[src/rtl/color_reg_writer.sv]
// color_reg_writer
// ----------------
// Bus-side writer for the Denise colour lookup table. Register-bus writes
// to COLOR00..COLOR31 (word addresses BASE_ADDR..BASE_ADDR+31) are decoded
// and buffered in a small circular FIFO. The FIFO drains into the colour
// table write port at one entry per cycle while the port is not stalled.
//
// Optional build macro: COLOR_WR_BYPASS_EN
//   When defined, a decoded write that arrives with the FIFO empty and the
//   port not stalled goes straight to the output registers, saving one
//   cycle of latency. Otherwise every write passes through the FIFO.
//
// Parameters:
//   DEPTH     FIFO entries, power of two, 2..16
//   BASE_ADDR word address of COLOR00
//
// Ports:
//   clk         system clock, rising-edge
//   reset       asynchronous, active-high; clears all state
//   rga_strobe  register-bus write strobe, one cycle per write
//   rga_addr    register word address (byte address bits 8:1)
//   rga_data    register write data; bits 15:12 are ignored
//   wr_stall    colour-table port busy
//   cpu_wr      colour-table write enable (one-cycle pulse per write)
//   cpu_idx     colour-table write index
//   cpu_rgb     colour-table write data, R[11:8] G[7:4] B[3:0]
//   fifo_full   FIFO holds DEPTH entries (registered)
//   overflow    sticky: a decoded write was dropped because the FIFO was full
//
// Table port handshake: cpu_wr is a valid qualifier for cpu_idx/cpu_rgb and
// wr_stall is the inverse of ready, sampled at the issuing edge. A write is
// issued only from an edge where wr_stall=0; once cpu_wr=1 is showing the
// write is committed, and a wr_stall that rises during that cycle only
// blocks the next issue.

module color_reg_writer #(
  parameter int          DEPTH     = 4,
  parameter logic [7:0]  BASE_ADDR = 8'hC0
) (
  input  logic        clk,
  input  logic        reset,
  input  logic        rga_strobe,
  input  logic [7:0]  rga_addr,
  input  logic [15:0] rga_data,
  input  logic        wr_stall,
  output logic        cpu_wr,
  output logic [4:0]  cpu_idx,
  output logic [11:0] cpu_rgb,
  output logic        fifo_full,
  output logic        overflow
);

  localparam int PW = $clog2(DEPTH);
  localparam int CW = PW + 1;
  localparam logic [CW-1:0] DEPTH_C = CW'(DEPTH);

  // Entry layout: {index[4:0], rgb[11:0]}
  logic [16:0]   mem_q [DEPTH];
  logic [PW-1:0] wr_ptr_q, wr_ptr_d;
  logic [PW-1:0] rd_ptr_q, rd_ptr_d;
  logic [CW-1:0] count_q, count_d;

  logic          cpu_wr_q, cpu_wr_d;
  logic [4:0]    cpu_idx_q, cpu_idx_d;
  logic [11:0]   cpu_rgb_q, cpu_rgb_d;
  logic          fifo_full_q, fifo_full_d;
  logic          overflow_q, overflow_d;

  logic          decoded;
  logic [7:0]    offset;
  logic [16:0]   in_entry;
  logic [16:0]   head_entry;
  logic          pop;
  logic          push;
  logic          bypass;
  logic          drop;

  // Decode with a 9-bit compare so BASE_ADDR+31 cannot wrap.
  assign decoded  = rga_strobe &&
                    ({1'b0, rga_addr} >= {1'b0, BASE_ADDR}) &&
                    ({1'b0, rga_addr} <= ({1'b0, BASE_ADDR} + 9'd31));
  assign offset   = rga_addr - BASE_ADDR;
  assign in_entry = {offset[4:0], rga_data[11:0]};
  assign head_entry = mem_q[rd_ptr_q];

  assign pop = (count_q != '0) && !wr_stall;

`ifdef COLOR_WR_BYPASS_EN
  // Bypass only when nothing is queued, so strobe order is preserved.
  assign bypass = decoded && (count_q == '0) && !wr_stall;
`else
  assign bypass = 1'b0;
`endif

  // A full FIFO still accepts a push on an edge that also pops.
  assign push = decoded && !bypass && ((count_q != DEPTH_C) || pop);
  assign drop = decoded && !bypass && (count_q == DEPTH_C) && !pop;

  always_comb begin
    wr_ptr_d    = wr_ptr_q;
    rd_ptr_d    = rd_ptr_q;
    count_d     = count_q;
    cpu_wr_d    = 1'b0;
    cpu_idx_d   = cpu_idx_q;
    cpu_rgb_d   = cpu_rgb_q;
    overflow_d  = overflow_q | drop;

    if (push) begin
      wr_ptr_d = wr_ptr_q + 1'b1;
    end
    if (pop) begin
      rd_ptr_d = rd_ptr_q + 1'b1;
    end

    case ({push, pop})
      2'b10:   count_d = count_q + 1'b1;
      2'b01:   count_d = count_q - 1'b1;
      default: count_d = count_q;
    endcase

    if (pop) begin
      cpu_wr_d  = 1'b1;
      cpu_idx_d = head_entry[16:12];
      cpu_rgb_d = head_entry[11:0];
    end else if (bypass) begin
      cpu_wr_d  = 1'b1;
      cpu_idx_d = in_entry[16:12];
      cpu_rgb_d = in_entry[11:0];
    end

    fifo_full_d = (count_d == DEPTH_C);
  end

  always_ff @(posedge clk or posedge reset) begin
    if (reset) begin
      wr_ptr_q    <= '0;
      rd_ptr_q    <= '0;
      count_q     <= '0;
      cpu_wr_q    <= 1'b0;
      cpu_idx_q   <= '0;
      cpu_rgb_q   <= '0;
      fifo_full_q <= 1'b0;
      overflow_q  <= 1'b0;
    end else begin
      wr_ptr_q    <= wr_ptr_d;
      rd_ptr_q    <= rd_ptr_d;
      count_q     <= count_d;
      cpu_wr_q    <= cpu_wr_d;
      cpu_idx_q   <= cpu_idx_d;
      cpu_rgb_q   <= cpu_rgb_d;
      fifo_full_q <= fifo_full_d;
      overflow_q  <= overflow_d;
    end
  end

  // Storage needs no reset: entries are only read when count says valid.
  always_ff @(posedge clk) begin
    if (push) begin
      mem_q[wr_ptr_q] <= in_entry;
    end
  end

  assign cpu_wr    = cpu_wr_q;
  assign cpu_idx   = cpu_idx_q;
  assign cpu_rgb   = cpu_rgb_q;
  assign fifo_full = fifo_full_q;
  assign overflow  = overflow_q;

endmodule

[config.mk]
export PLATFORM = sky130hd
export DESIGN_NAME = color_reg_writer
export DESIGN_NICKNAME = d
export VERILOG_FILES = /design/src/rtl/color_reg_writer.sv
export SDC_FILE = /design/constraint.sdc
export NUM_CORES = 1
export LEC_CHECK = 0
export BUFFER_PORTS_ARGS = -buffer_cell sky130_fd_sc_hd__buf_2
export CAP_MARGIN = 20
export CORE_ASPECT_RATIO = 0.7
export CORE_MARGIN = 2
export CORE_UTILIZATION = 60
export DETAILED_ROUTE_END_ITERATION = 12
export GPL_ROUTABILITY_DRIVEN = 0
export GPL_TIMING_DRIVEN = 0
export HOLD_SLACK_MARGIN = 0.12
export PLACE_DENSITY_LB_ADDON = 0.1
export SLEW_MARGIN = 10
export SYNTH_ARGS = -nofsm -noshare
export SYNTH_HDL_FRONTEND = slang
export SYNTH_SLANG_ARGS = --single-unit
[constraint.sdc]
create_clock -name clk -period 4.98 [get_ports clk]
set_input_delay 0.249 -clock clk [delete_from_list [all_inputs] [get_ports clk]]
set_output_delay 0.249 -clock clk [all_outputs]
set_load 0.05 [all_outputs]
[Word level (Yosys, flattened, before mapping)]
Memories as Yosys holds them, arrays and structs flattened. A register that Yosys moved wholly into a read port is not among the register bits.
Index checks and enable logic that the tools add are counted.
Cells by class
  add/sub/neg operators: 5
  magnitude comparators: 2
  equal/unequal tests: 5
  multiplexer cells: 4
  bitwise operators: 1
  reductions and logical operators: 10
Operators by type and width (number)
  $ge A8 B8 Y1 const B: 1
  $le A8 B8 Y1 const B: 1
  $eq A3 B3 Y1 const B: 2
  $logic_and A1 B1 Y1: 6
  $pmux W3 S2: 1
  $sub A5 B1 Y5 const B: 1
  $add A2 B1 Y2 const B: 2
  $add A3 B1 Y3 const B: 1
  $mux W1: 3
  $ne A3 B3 Y1 const B: 1
  $reduce_bool A3 Y1: 1
  $sub A3 B1 Y3 const B: 1
  $eq A2 B1 Y1 const B: 1
  $eq A2 B2 Y1 const B: 1
  $logic_not A1 Y1: 2
  $logic_or A1 B1 Y1: 1
  $or A1 B1 Y1: 1
Storage, ports and cells
  bits in registers: 10
  bits in writable memories: 68
  bits of input ports: 28
  output and inout port bits: 20
  logic and storage cells: 34
  memories kept: 1
Memories
  mem_q: words 4, bits a word 17, read ports 1, clocked after memory_dff 1, wr ports 1, RTL line 58  | logic [16:0] mem_q [DEPTH];

[Depth between registers and ports, before layout]
Gate-level depths: netlist of run 1.
  word-level depth: 7
  depth in mapped cells: 8
  mapped depth without buffers: 7

[Worst setup path after synthesis of run 1]
OpenSTA, ideal clock, no wires.
  kind: reg2reg
  from: reg count_q[2]
  to: reg count_q[2]
  library setup time: 0.120 ns
  arrival time: 1.840 ns
  required time: 4.860 ns
  path slack: 3.020 ns
  cell stages (with the launch flop): 7
  buffers on the path: 1
  clock period less this slack: 1.960 ns
  cell sequence: dfrtp_1 buf_2 nor3_1 nor3_1 fa_1 or3_1 a31o_2
On the way
  cells in the longest elaborated chain, start to end: 6
  elaborated cells on any way between the ends: 10
  classes of those cells: add/sub: 2; eq/ne: 3; mux: 1; reduce/logical: 4
Ends and longest elaborated chain
  start, declared: RTL line 61  | logic [CW-1:0] count_q, count_d;
  start signal, assigned: RTL line 147  | count_q <= count_d;
  $reduce_bool A3 Y1: RTL line 86  | assign pop = (count_q != '0) && !wr_stall;
  $logic_and A1 B1 Y1: RTL line 86
  $logic_or A1 B1 Y1: RTL line 96  | assign push = decoded && !bypass && ((count_q != DEPTH_C) || pop);
  $logic_and A1 B1 Y1: RTL line 96
  $eq A2 B1 Y1 / $eq A2 B2 Y1 (equally long branches): RTL line 115  | case ({push, pop})
  $pmux W3 S2 (*): RTL line 115
  net count_d[2]: RTL line 61
The timed path passes the listed nets; every way through them passes the cells marked *.
A chain may end at the register's enable or synchronous reset.

[Final worst setup path of run 1]
  from: reg count_q[0]
  to: mem mem_q[1][2] (enable)
On the way
  cells in the longest elaborated chain, start to end: 6
  elaborated cells on any way between the ends: 7
  classes of those cells: eq/ne: 1; mux: 2; reduce/logical: 4
Ends and longest elaborated chain
  $reduce_bool A3 Y1: RTL line 86
  $logic_and A1 B1 Y1: RTL line 86
  $logic_or A1 B1 Y1 (*): RTL line 96
  $logic_and A1 B1 Y1 (*): RTL line 96
  $mux W1 (*): RTL line 158  | if (push) begin
  $mux W1 (not written as such) (*): RTL line 159  | mem_q[wr_ptr_q] <= in_entry;
  end, declared: RTL line 58
Every way passes the cells marked *; elsewhere a longest branch is shown, timed or not.

==> results of run 1 <==
-- critical path, delay by kind of cell (launching register included) --
family / cells / cell delay [ns]
and+or+nand+nor: 2 / 1.01
DFF: 1 / 0.50
AOI/OAI and AO/OA: 1 / 0.50
-- logic make-up after synthesis --
| family | count (synthesis) |
|---|---|
| AO/OA/AOI/OAI | 15 |
| XOR/XNOR | 4 |
| adder cells (fa/ha/maj) | 5 |
| buffers and inverters | 13 |
| flip-flops | 95 |
| multiplexers | 34 |
| AND/OR/NAND/NOR | 24 |
-- Yosys cell counts (all sizes together) --
library cell  number  area, um^2
mux2              17         221
a31oi              1        6.26
nor2               5        18.8
fa                 1        20.0
and4b              1        10.0
or3                1        6.26
edfxtp            68        2040
ha                 4        50.1
a211o              3        26.3
nor3               2        10.0
nand3              1        5.00
xnor2              3        26.3
nand4b             1        8.76
a21oi              1        5.00
clkbuf             1        3.75
o211a              1        10.0
a41o               1        10.0
dfrtp             27         676
buf                8        67.6
and2               5        31.3
or4                1        7.51
inv                4        15.0
o31ai              1        7.51
o21ai              5        28.8
mux4              17         417
nand3b             2        15.0
nor2b              2        12.5
xor2               1        8.76
nand2              3        11.3
o211ai             1        7.51
a31o               1        8.76
-- state kept, by name, indices dropped and copies added (netlist names) --
signal     count
overflow       1
cpu_wr         1
wr_ptr_q       2
cpu_idx        5
count_q        3
cpu_rgb       12
mem_q         68
fifo_full      1
rd_ptr_q       2
-- where the power goes --
group	leakage, nW	total [mW]	switching (mW)	internal [mW]
combinational	0.720	0.975	0.580	0.395
sequential	0.935	1.05	0.0756	0.975
clock	0.0910	0.440	0.258	0.182
-- metrics by stage --
step	setup slack, ns	hold slack [ns]	instances	utilization [%]
after floorplan	3.02	0.302	190	-
after global placement	2.69	0.447	311	66.7
after detailed placement	2.58	0.464	311	66.7
after CTS	2.61	0.189	344	72.3
after global routing	2.38	0.374	346	72.9
final	2.59	0.376	346	72.9
-- worst max path at each step --
stage | to
floorplan | count_q[2]
global placement | mem_q[0][15]
detailed placement | mem_q[0][7]
CTS | mem_q[1][12]
global route | mem_q[1][1]
finish | mem_q[1][2]
-- per-layer routing --
| layer | routed length (um) | track usage [%] | up-vias |
|---|---|---|---|
| met3 | 552 | 7.11 | 4 |
| met5 | 0 | 0 | - |
| met2 | 3260 | 33.1 | 87 |
| li1 | - | - | 904 |
| met4 | 19 | 5.63 | 0 |
| met1 | 2620 | 26.7 | 1001 |
-- final cells by class --
type | instances | area, um^2
Sequential cell | 95 | 2720
Fill cell | 361 | 1670
Multi-Input combinational cell | 82 | 990
Timing Repair Buffer | 62 | 423
Clock buffer | 9 | 124
Tap cell | 78 | 97.6
Buffer | 9 | 71.3
Clock inverter | 7 | 48.8
Inverter | 4 | 15.0
-- repair_timing --
action	in CTS	in global routing
gates resized for setup	0	0
hold buffers	17	1
endpoints found under the hold margin	68	10
==> impl_results.md, run 1 <==
- Largest net degree at the start of global routing: 28
- WHS Endpoint: cpu_wr
- Worst R2R Setup Slack: around 2.6 ns
- Antenna cells: 0
- Die ar.: 6980 um^2
- Depth of the worst register-to-register path: 3
- Req. time, crit path: ~5 ns
- Most common cell after layout, fill and taps aside: edfxtp_1
- Xor-xnor portion of the synthesized cell area: 0.923%
- # IOs: 48
- Slew HR: between 30% and 40%
- Row Count: 24
- Root buffer cell: clkbuf_8
- Detailed placement HPWL: about 4000 um
- Port bufs: 43
- Drt drc: 0
- DIE HEIGHT: between 70 and 80 um
- Clock latency on the worst-skew pair: 0.35 ns
- Reg-to-Reg End: mem_q[1][2]
- Critical path's largest stage delay: approximately 0.85 ns
- Mapped cell area: roughly 3800 um^2
- CP Launch Type: flip-flop
- Leakage: between 1.5 and 2 nW
- Status: completed
- Vias post-DR: between 1500 and 2000
- Register area share after synthesis: a little over 70%
- Compound-Gate Fraction of Synth Area: 2.90%
- Worst setup EP type: flip-flop
- CTS Buf Count: 9
- Hold Path Cell Cnt: 3
- PD cells: between 500 and 600 nW/um^2
- Final setup skew: 0.00905 ns
- Clk buf depth: 2
- Initial core utilization: between 60% and 70%
- Width of the chip: 99.0 um
- Vias in the first global route: around 2100
- Final setup fails: 0
- Max-Cap Viols: 0
- Crit-path cells: nor2_1 > a31oi_1 > and2_1
- Slowest CP cell: and2_1
- Core Region: between 6000 and 7000 um^2
- Final period utilization: around 48%
- Clock slew at reported path FFs: 0.09 ns
- Post-synthesis simple-gate area fraction: 3.59%
- Syn nets: between 200 and 250
- Worst VDD drop: about 0.34 mV
- Post-route ant nets: 0
- Final std cell area, no fill: 4490 um^2
- Layout area overhead: 18.3%
- Post-Synth Adder-Cell Area: around 1.8%
- Total GRT Usage: 20.3%
- Nets@finish: approximately 300
- Slew Limit Fails: 0
- Largest family of logic cells by synthesized area: multiplexers
- Slew of the pin with the lowest slew margin: 0.961 ns
- RSZ-0062 raised after global routing: false
- Dpl cell area: 4110 um^2
- Power Total: 2.47 mW
- Mux contribution to synthesized area: 16.8%
- Hold_sp: wr_stall
- CTS Sinks: 95
- Crit path kind: flip-flop to flip-flop
- Grt total ovfl: 0
- Syn_area_per_cell: about 20 um^2
- DRT iter0 DRCs: ~90
- TritonCTS clock tree: done
- Avg WL per Cell: 18.6 um
- Commonest non-fill, non-tap cells in the layout: edfxtp_1, buf_2, dfrtp_1, dlygate4sd3_1
- Worst Setup SP: count_q[0]
- Pre-antenna DRT Iters: 4
- Average via count per standard cell: slightly below 6
- FMAX: roughly 420 MHz
- Worst min-delay path class: input pin to flip-flop
- Initial antenna violation count: 0
- Htree depth: 3
- Final hold vios: 0
- RR Startpoint: count_q[0]
- Final setup TNS: 0 ns
- Post-synth cell types: 36
- DRT Wirelength: 6450 um
- Final min period: 2.39 ns
- Mapped Cells: 190
- Worst-path maximum fanout: 17
- First-pass GRT wire length: roughly 10000 um
- Flop and latch count out of synthesis: 95
- Critical Path AT: between 2 and 2.5 ns
- Layout cells sized above 1: between 30% and 40%
- Post-CTS repair timing setup buffer count: 0
- Syn. warnings: 0
Note: power is estimated with default switching activity, not from simulation.
==> run 2, diff against run 1 <==
ABC_AREA = 1   (was unset)
CORE_UTILIZATION = 57   (was 60)
clock period = 2.3 ns   (was 4.98 ns; I/O delays follow)
==> run 2 against run 1 <==
  * Die area increased by 5.3%
  * Register-to-register slack got worse by 2.2 ns
  * Clock power increased by 140%
  * Critical endpoint is now fifo_full
==> impl_results.md, run 2 <==
- Slew of the pin with the lowest slew margin: 0.592 ns (-0.369 ns)
- Clk buf depth: 2 (unchanged)
- CTS Buf Count: 9 (unchanged)
- Grt total ovfl: 0 (unchanged)
- Delay-heaviest family, CP: simple AND/OR/NAND/NOR gates
- CP Launch Type: flip-flop
- FMAX: 524 MHz (+25%)
- Net Sw Frac: 41.4% (+4.3 points)
- Drt drc: 0 (unchanged)
- Reg-to-Reg End: fifo_full
- Syn nets: 344 (+54%)
- Most common cell after layout, fill and taps aside: nor2_1
- Max FFs per register: 68 (unchanged)
- Mapped cell area: 3800 um^2 (+0.30%)
- Synth Flop Type: edfxtp_1
- Req. time, crit path: 2.59 ns (-2.37 ns)
- Root buffer cell: clkbuf_8
- Initial antenna violation count: 0 (unchanged)
- Pint: 3.27 mW (+110%)
- Post-synthesis simple-gate area fraction: 14.0% (+10 points)
- Clock Power Share: 19.3% (+1.4 points)
- Most common cell in the netlist: nor2_1
- Final min period: 1.91 ns (-0.483 ns)
- Core Region: 6340 um^2 (+2.9%)
- First-pass GRT wire length: 12400 um (+19%)
- Row Count: 24 (unchanged)
- Max-Cap Viols: 0 (unchanged)
- Worst min-delay path class: input pin to flip-flop
- Post-route ant nets: 0 (unchanged)
- Slowest CP cell: dfrtp_1
- Commonest non-fill, non-tap cells in the layout: nor2_1, edfxtp_1, buf_2, o21ai_0, dfrtp_1
- Vias post-DR: 2500 (+25%)
- Critical path's most frequent cell: nand2_1
- Worst R2R Setup Slack: 0.39 ns (-2.20 ns)
- Slew Limit Fails: 0 (unchanged)
- Status: completed
- Hold Path Cell Cnt: 5 (+2)
- Slack of the critical path: 0.390 ns (-2.20 ns)
- DRT Wirelength: 7810 um (+21%)
- RSZ-0062 raised after global routing: false
- Layout area overhead: 21.6%
- Gate power share: 40.2% (+0.7 points)
- Finished Core Util: 73.0% (+0.14 points)
- Dominant cell type by area after synthesis: edfxtp_1
- Compound-Gate Fraction of Synth Area: 7.60% (+4.7 points)
- Initial core utilization: 60.1% (-1.6 points)
- Post-Synth Adder-Cell Area: 1.84% (-0.0055 points)
- Antenna cells: 0 (unchanged)
- Final period utilization: 83.0% (+35 points)
- Fin cells: 486 (+40%)
- Final setup skew: 0.00234 ns (-0.00671 ns)
- Total GRT Usage: 23.3% (+2.9 points)
- Die ar.: 7350 um^2 (+5.3%)
- Syn_area_per_cell: 12.2 um^2 (-39%)
- Average via count per standard cell: 5.14 (-11%)
- Nets@finish: 423 (+43%)
- TritonCTS clock tree: done
- Detailed placement HPWL: 5080 um (+23%)
- Placed Cells: 450 (+45%)
- Net Sw Power: 2.30 mW (+150%)
- Worst-path maximum fanout: 5 (-12)
- Most frequent cells after synthesis: nor2_1, edfxtp_1, o21ai_0
- PD cells: 1200 nW/um^2 (+120%)
- Clock latency on the worst-skew pair: 0.36 ns (about the same)
- Largest family of logic cells by synthesized area: simple AND/OR/NAND/NOR gates
- Final setup TNS: 0 ns (unchanged)
- Mux contribution to synthesized area: 0% (-17 points)
- Final hold vios: 0 (unchanged)
- Vias in the first global route: 2414 (+15%)
- EDFF count, synth: 68 (unchanged)
- Top cells by area, synth: edfxtp_1, dfrtp_1, nor2_1
- Fillers: 436 (+21%)
- Worst VDD drop: 0.636 mV (+86%)
- Register area share after synthesis: 71.4% (-0.21 points)
- Syn. warnings: 0 (unchanged)
- Final setup fails: 0 (unchanged)
- Synth async-reset ratio: 28.4% (unchanged)
- Critical path's largest stage delay: 0.45 ns (-0.40 ns)
- Htree depth: 3 (unchanged)
- CTS Sinks: 95 (unchanged)
- Crit-path cells: nor2_4 > nand2_4 > nand3_2 > inv_1 > fa_1 > inv_1 > nand2_1 > nand2_1 > nand3_1 > nand2_1 > nand2_1 > nand2_1 > nand2_1 > nor2_1
- Hold_sp: wr_stall
- RR Startpoint: count_q[1]
- Sequential power share: 40.6% (-2.0 points)
- DRT iter0 DRCs: 136 (+53%)
- Crit path kind: flip-flop to flip-flop
- DIE HEIGHT: 72.4 um (+2.6%)
- WHS Endpoint: overflow
- Leakage: 1.81 nW (+4.0%)
- Worst setup EP type: flip-flop
- Avg WL per Cell: 16.1 um (-14%)
- Depth of the worst register-to-register path: 14 (+11)
- Clock slew at reported path FFs: 0.09 ns (about the same)
- Critical Path AT: 2.20 ns (-0.17 ns)
- Pre-antenna DRT Iters: 4 (unchanged)
- Largest reg by FF count: mem_q
- Post-synth cell types: 26 (-28%)
- Xor-xnor portion of the synthesized cell area: 0.460% (-0.46 points)
- # IOs: 48 (unchanged)
- Layout cells sized above 1: 22.8% (-12 points)
- Pre-CTS setup slack: 0.406 ns (-2.18 ns)
- Worst Path Buf+Inv: 2 (+2)
- Port bufs: 43 (unchanged)
- Synth top area share: 53.7% (-0.16 points)
- Slew HR: 60.5% (+25 points)
- Mapped Cells: 311 (+64%)
- Largest net degree at the start of global routing: 18 (-36%)
- Width of the chip: 102 um (+2.6%)
- Flop and latch count out of synthesis: 95 (unchanged)
- Cell count along the critical path: 14 (+11)
run 2: cell types whose count changed after synthesis, sizes merged, moves of 3 or more:
cell,before,now
inv,4,18
o21ai,5,34
mux2,17,0
nand2,3,19
a31oi,1,17
a211o,3,0
nand3,1,9
mux4,17,0
nor2,5,96
xnor2,3,0
and2,5,0
run 2: worst max path at each step:
stage                     from      endpoint  slack (ns)
finish              count_q[1]     fifo_full        0.39
global route        count_q[0]     fifo_full        0.23
CTS                 count_q[1]     fifo_full        0.38
detailed placement  count_q[1]     fifo_full        0.41
global placement    count_q[0]  mem_q[1][11]       -0.20
floorplan           count_q[0]   mem_q[0][0]        0.49
run 2: what timing repair did:
item | CTS | global route
hold buffers | 20 | 0
resized for setup | 0 | 0
buffers inserted | 0 | 0
hold endpoints to repair | 79 | 0
run 2: area by class of cell:
class | count | area [um^2] | area share (%)
plain buffers | 13 | 103 | 2.22
clock buffers | 9 | 124 | 2.68
clock inverters | 7 | 71.3 | 1.54
inverters | 18 | 75.1 | 1.62
multi-input cells | 185 | 920 | 19.9
flip-flops and latches | 95 | 2720 | 58.7
well taps | 91 | 114 | 2.46
repair buffers | 68 | 503 | 10.9
run 2: cell families after synthesis:
family | after synthesis
and+or+nand+nor | 125
DFF | 95
AOI/OAI and AO/OA | 53
buffers and inverters | 31
adders and majority gates | 5
xor gates and xnor gates | 2
run 2: tightest hold or removal path, stage by stage:
cell      delay (ns)
buf_2           0.10
nand2_1         0.05
inv_1           0.04
nand2_2         0.09
o21bai_1        0.08
run 2: power by group through the flow:
stage | clock (mW) | combinational (mW) | sequential [mW]
4_1_cts | 1.09 | 2.25 | 2.26
3_5_place_dp | 0 | 2.22 | 2.29
6_report | 1.07 | 2.24 | 2.26
3_3_place_gp | 0 | 2.14 | 2.29
5_1_grt | 1.15 | 2.47 | 2.30
2_1_floorplan | 0 | 1.07 | 2.85
run 2: stage by stage:
step	hold slack (ns)	area (um^2)	power [mW]
floorplan	0.168	3800	3.92
global placement	0.328	4130	4.43
detailed placement	0.199	4230	4.51
CTS	0.163	4630	5.60
global route	0.195	4630	5.92
finish	0.167	4630	5.57
run 2: metal layers:
layer / GRT usage, % / share of wire, %
met1: 32.3 / 44
met2: 36.8 / 46
met3: 6.26 / 8.5
met4: 6.76 / 1.0
met5: 0 / 0
